`src/rtl/clock_divider_by3.sv`:
```
// -----------------------------------------------------------------------------
// clock_divider_by3
//
// Purpose:
//   Free-running divide-by-3 clock generator with a 50% duty-cycle output.
//   A modulo-3 counter on the rising edge of clk_i marks one cycle in three.
//   A rising-edge flop (r_pos_q) pulses high for that cycle. A falling-edge
//   flop (r_neg_q) repeats the pulse half a period later. The OR of the two
//   is high for 1.5 input periods and low for 1.5 input periods.
//
// Ports:
//   clk_i    in   1  input clock (rising edge for all state, plus one
//                    falling-edge flop)
//   reset_i  in   1  synchronous, active-high reset
//   clk_o    out  1  divided clock, f(clk_i)/3, 50% duty cycle
// -----------------------------------------------------------------------------
module clock_divider_by3 (
    input  logic clk_i,
    input  logic reset_i,
    output logic clk_o
);

    logic [1:0] r_cnt;
    logic       r_pos_q;
    logic       r_neg_q;
    logic       w_cnt_wrap;
    logic [1:0] w_cnt_next;

    // Terminal count of the modulo-3 sequence 0,1,2.
    assign w_cnt_wrap = (r_cnt == 2'd2);

    // Illegal value 3 (e.g. after an upset) also returns to 0.
    always_comb begin
        w_cnt_next = 2'd0;
        if (!w_cnt_wrap && (r_cnt != 2'd3))
            w_cnt_next = r_cnt + 2'd1;
    end

    always_ff @(posedge clk_i) begin
        if (reset_i) begin
            r_cnt   <= 2'd0;
            r_pos_q <= 1'b0;
        end else begin
            r_cnt   <= w_cnt_next;
            r_pos_q <= w_cnt_wrap;
        end
    end

    // Half-cycle delayed copy of r_pos_q.
    // While reset is held r_pos_q is already 0, so the value of reset_i
    // sampled near a falling edge does not matter.
    always_ff @(negedge clk_i) begin
        if (reset_i)
            r_neg_q <= 1'b0;
        else
            r_neg_q <= r_pos_q;
    end

    // The two pulses overlap by half a cycle, so the OR has no runt pulse.
    assign clk_o = r_pos_q | r_neg_q;

endmodule

```
`config.mk`:
```
export PLATFORM = sky130hd
export DESIGN_NAME = clock_divider_by3
export DESIGN_NICKNAME = d
export VERILOG_FILES = /design/src/rtl/clock_divider_by3.sv
export SDC_FILE = /design/constraint.sdc
export NUM_CORES = 1
export LEC_CHECK = 0
export CORE_AREA = 4 4 41 43
export CTS_CLUSTER_DIAMETER = 50
export DETAILED_ROUTE_END_ITERATION = 7
export DIE_AREA = 0 0 45 47
export PLACE_DENSITY = 0.3
export SYNTH_ARGS = -nofsm -noshare
export SYNTH_HDL_FRONTEND = slang
export SYNTH_SLANG_ARGS = --single-unit
```
`constraint.sdc`:
```
create_clock -name clk_i -period 2 [get_ports clk_i]
set_clock_uncertainty 0.2 [all_clocks]
set_input_delay 0.6 -clock clk_i [delete_from_list [all_inputs] [get_ports clk_i]]
set_output_delay 0.6 -clock clk_i [all_outputs]
set_load 0.05 [all_outputs]
```
# Yosys cells after proc, flatten, opt, wreduce, memory -nomap -nowiden
# Cells that the tools add are included.
# op_classes
add_sub_neg	1
multipliers	0
div_mod_pow	0
order_cmp	0
eq_ne	2
n_shift	0
n_mux	0
bitwise_logic	2
n_reduce_logical	3
# op_table
cell	count
$add A2 B1 Y2 const B	1
$eq A2 B2 Y1 const B	1
$ne A2 B2 Y1 const B	1
$reduce_or A2 Y1	1
$logic_and A1 B1 Y1	1
$logic_not A1 Y1	1
$not A1 Y1	1
$or A1 B1 Y1	1
# word_totals
regBits	4
latch_bits	0
ram_bits	0
rom_bits	0
in_bits	2
output_inout_bits	1
memories	0

# Depth between registers and ports, before layout
# Gate-level depths: netlist of the first run.
# logic_depth
depth_word	5
depth_mapped	3
mapped_depth_nobuf	3

==> metrics, run 1 <==
Ports 3; FF+latch count, synth 4; vias in the first global route 109; GR Util met1 2.27%; initial drt markers 1; post-synthesis sequential area ratio 53.8%; Post-synth EDFFs 0; Most Crowded Layer GR met3; Worst Path Required 1200 ps; global-route wire length before repair 393 microns; drt drc 0; met3 Use GR 5.75%; initial antenna violation count 0; count leader, synth dfxtp_1; fin area 224 sq um; largest fanout on the critical path 1; DR WL/cell 5.86 microns; Reg clk slew, reported paths 40 ps; PD cells 1490 nW/um^2; Fin Setup TNS -743 ps; Port-buffer cells 2; layout net count 25; IR drop worst, VDD 0.000578 V; Critical Path Max Stage Delay 280 ps; largest net degree at the start of global routing 4; Mapped Cells 13; Util after Layout 17.2%; Post-synth ARST share 0%; CTS buffer count 3; status complete, but fails checks; Layout fillers 150; YS warnings 0; worst-skew pair later-pin latency 230 ps; synthesized area 149 sq um; max_cap viols 0; Die Area 2120 sq um; share of cells above drive strength 1 45.0%; Synth cell types 6; CTS tree done; Post-synth top flop dfxtp_1; Vias/cell 3.09; critical path type register to output pin; met2 Use GR 3.67%; die width 45 microns; endpoint class of the critical path output pin; Setup-failing EPs final 1; Static Leak 0.000108 uW; worst endpoint data arrival time 1940 ps; CTS sink cnt 4; Inserted Diodes 0; crit-path cells or2_4, buf_8; area grow syn2layout 50.4%; Hold WC Path Type register to register; Worst path slowest cell dfxtp_1; Final Max Slew Viols 0; Post-CTS Hold Fix Bufs 0; failing checks negative setup slack; DRT antenna net count 0; syn_area_per_cell 11.5 sq um; DP Area 195 sq um; FP Rows 13; CTS Buffer Depth 2; Initial Utilization 11.4%; gr ovfl total 0; Slew HR 85.2%; CTS HTree Levels 1; Total Routing Usage GR 3.48%; routed wire length 205 microns; Die Y 47 microns; vias post-DR 108; synth top area cells dfxtp_1, ha_1, and2b_2; Root Buffer clkbuf_4; Syn Nets 17; Post-synth top cells dfxtp_1, and2b_2, ha_1, inv_1, nor4_1; Final Hold Viols 0; Core Area 1300 sq um; top-area cell type share of the netlist area 53.8%; GPL Wtd Cong 0.657; Slew @ Worst Pin 219 ps; Worst Setup Slack, final -743 ps; Yosys top cell by area dfxtp_1; RSZ-0062 raised after global routing yes; Detailed Routing Iterations Pass 1 2; type of origin of the critical path register
cell type report:
class	instances	area, sq um	area share (%)
clock buffer	4	26.3	11.7
clock inverter	1	3.75	1.68
inverter	1	3.75	1.68
multi-input combinational	7	63.8	28.5
sequential	4	80.1	35.8
tap	15	18.8	8.38
timing repair buffer	3	27.5	12.3
worst paths after layout:
check,to,start,slack (ps),depth (start not counted)
worst min-delay path,r_cnt[0],r_cnt[0],250,1
worst max register to register,r_neg_q,r_pos_q,260,1
worst min register to register,r_cnt[0],r_cnt[0],250,1
worst max-delay path,clk_o,r_neg_q,-740,2
registers in the layout, indices dropped and copies added (netlist names):
register  flops
r_pos_q       1
r_neg_q       1
r_cnt         2
power breakdown:
part           leakage, uW  internal, uW  switching (uW)
Combinational    0.0000553          49.5            48.4
Clock            0.0000203          77.8            38.7
Sequential       0.0000328           106            13.6
Total             0.000108           233             101
cell families after synthesis:
| group | after synthesis | share of synthesized area, % |
|---|---|---|
| flip-flops | 4 | 53.8 |
| AND/OR/NAND/NOR | 5 | 24.4 |
| adder cells (fa/ha/maj) | 2 | 16.8 |
| buffers and inverters | 2 | 5.04 |
placed cells by master, fill, tap and decap left out:
cell type,n
buf_4,1
or2_4,1
inv_1,2
clkbuf_1,1
nor4_1,2
buf_8,1
clkbuf_2,1
ha_1,2
dfxtp_1,4
and2b_2,2
clkbuf_4,3
metrics by stage:
step | power [uW] | worst slack (ps) | instances | hold slack [ps]
2_1_floorplan | 194 | -368 | 13 | 228
3_3_place_gp | 213 | -605 | 31 | 238
3_5_place_dp | 218 | -600 | 31 | 248
4_1_cts | 338 | -751 | 35 | 254
5_1_grt | 366 | -777 | 35 | 291
6_report | 334 | -743 | 35 | 251
repair_timing:
| item | in CTS | in global routing |
|---|---|---|
| endpoints found under the setup margin | 2 | 2 |
| buffers inserted | 0 | 0 |
| gates resized for setup | 3 | 2 |
| gates cloned | 0 | 0 |
| hold endpoints to repair | 0 | 0 |
routing by layer:
layer,up-vias,part of all wire [%]
met4,0,0
met3,0,16
met1,48,42
met5,-,0
li1,56,-
met2,4,41
critical path, delay by kind of cell, from the launching register on:
| kind | cells | cell delay (ps) |
|---|---|---|
| buffers and inverters | 1 | 150 |
| AND/OR/NAND/NOR | 1 | 220 |
| flip-flops | 1 | 280 |
Power figures use the tool's default switching activity.
==> run 2: changes to the inputs <==
RECOVER_POWER = 25   (was unset)
==> results of run 2 <==
Final layout, timing and power as in run 1 (identical DEF).
==> run 3: changes to the inputs <==
GPL_TIMING_DRIVEN = 1   (was unset)
clock period = 2.7 ns   (was 2 ns; I/O delays follow)
==> run 3 against run 2 <==
The flow still finishes with violations (negative setup slack). Critical path depth stayed put. Global-route usage stayed put. Combinational power is 27% lower. Non-clock buffer count stayed put. Setup slack better by 140 ps. Cell area stayed put. Clock power is 26% lower. Register-to-register slack better by 350 ps. First-iteration DRC count stayed put. Largest cell class unchanged. Largest power group unchanged. Highest routed layer unchanged.
==> metrics, run 3 (same netlist as run 1, synthesis figures left out) <==
Detailed Routing Iterations Pass 1 2 (unchanged); Final Max Slew Viols 0 (unchanged); PD cells 1100 nW/um^2 (was 1490 nW/um^2); Setup-failing EPs final 1 (unchanged); Die Area 2120 sq um (unchanged); Inserted Diodes 0 (unchanged); register with the highest flop count r_cnt (unchanged); met2 Use GR 3.67% (unchanged); failing checks negative setup slack (unchanged); endpoint class of the critical path output pin (unchanged); FP Rows 13 (unchanged); area grow syn2layout 50.4% (unchanged); CTS sink cnt 4 (unchanged); Reg clk slew, reported paths 40 ps (about the same); routed wire length 202 microns (was 205 microns); DRT antenna net count 0 (unchanged); Initial Utilization 11.4% (unchanged); CTS Buffer Depth 2 (unchanged); R2R setup slack 610 ps (was 260 ps); commonest non-fill, non-tap cell in the layout dfxtp_1 (unchanged); largest net degree at the start of global routing 4 (unchanged); dpl cells 31 (unchanged); vias in the first global route 109 (unchanged); dpl ws -460 ps (was -600 ps); Power, Total 247 uW (was 334 uW); max_cap viols 0 (unchanged); Ports 3 (unchanged); Root Buffer clkbuf_4 (unchanged); Core Area 1300 sq um (unchanged); drt drc 0 (unchanged); Slew @ Worst Pin 220 ps (was 219 ps); IR drop worst, VDD 0.000428 V (was 0.000578 V); Util after Layout 17.2% (unchanged); Most Crowded Layer GR met3 (unchanged); die width 45 microns (unchanged); non-filler instance count after layout 35 (unchanged); vias post-DR 108 (unchanged); CTS HTree Levels 1 (unchanged); type of origin of the critical path register (unchanged); share of cells above drive strength 1 35.0% (was 45.0%); initial antenna violation count 0 (unchanged); DR WL/cell 5.77 microns (was 5.86 microns); Fin Setup TNS -603 ps (was -743 ps); Post-CTS Hold Fix Bufs 0 (unchanged); Hold WC Path Type register to register (unchanged); Worst Path Required 1690 ps (was 1200 ps); met3 Use GR 5.75% (unchanged); CTS tree done (unchanged); Slew HR 85.2% (about the same); Worst Setup Slack, final -603 ps (was -743 ps); largest fanout on the critical path 1 (unchanged); critical path type register to output pin (unchanged); gr ovfl total 0 (unchanged); Vias/cell 3.09 (unchanged); Die Y 47 microns (unchanged); global-route wire length before repair 393 microns (unchanged); area of the multi-input gates 63.8 sq um (unchanged); Port-buffer cells 2 (unchanged); most frequent cells in the layout dfxtp_1, clkbuf_4 (unchanged); RSZ-0062 raised after global routing yes (unchanged); CTS buffer count 3 (unchanged); max reg flops 2 (unchanged); initial drt markers 1 (unchanged); GPL Wtd Cong 0.657 (unchanged); GR Util met1 2.27% (unchanged); worst-skew pair later-pin latency 230 ps (about the same); worst endpoint data arrival time 2290 ps (was 1940 ps); Total Routing Usage GR 3.48% (unchanged); Static Leak 0.000106 uW (was 0.000108 uW); Layout fillers 152 (was 150); layout net count 25 (unchanged); largest registers r_cnt (2), r_neg_q (1), r_pos_q (1) (unchanged); status complete, but fails checks (unchanged); Reg area 80.1 sq um (unchanged); Final Hold Viols 0 (unchanged)
[run 3: changes by cell type in the layout (fill, tap and decap cells not counted), sizes merged]
cell,before,now
buf,2,1
dlygate4sd2,0,1
[run 3: per-layer routing]
metal | routed length, microns | vias up | share of wire (%)
met4 | 0 | 0 | 0
met3 | 33 | 0 | 16
met5 | 0 | - | 0
li1 | - | 56 | -
met1 | 84 | 48 | 42
met2 | 84 | 4 | 42
[run 3: path summary, 6_finish.rpt]
path,start,end,cells past startpoint
setup / recovery,r_neg_q,clk_o,2
hold / removal,r_cnt[0],r_cnt[0],1
setup reg to reg,r_pos_q,r_neg_q,1
hold reg to reg,r_cnt[0],r_cnt[0],1
[run 3: metrics by stage]
stage,hold WS (ps),instance area (sq um)
6_report,251,224
5_1_grt,292,224
4_1_cts,254,224
3_5_place_dp,248,195
3_3_place_gp,238,195
2_1_floorplan,228,151
[run 3: layout make-up]
type	instances	area share, %
clock buffer	4	11.7
clock inverter	1	1.68
inverter	1	1.68
multi-input combinational	7	28.5
sequential	4	35.8
tap	15	8.38
timing repair buffer	3	12.3
[run 3: critical path: stages (launching register included)]
cell and delay (ps):
dfxtp_1 280, or2_4 220, buf_8 150
[run 3: power by group]
group / switching [uW] / total [uW] / internal, uW / leakage, uW
clock network: 28.7 / 86.3 / 57.6 / 0.0000203
logic: 35.6 / 71.9 / 36.2 / 0.0000528
registers: 10.1 / 88.7 / 78.6 / 0.0000328
total: 74.4 / 247 / 172 / 0.000106
[run 3: repair_timing]
action                                  CTS  global route
setup buffers                             0             0
endpoints found under the setup margin    2             1
cloned                                    0             0
gates resized for setup                   2             1
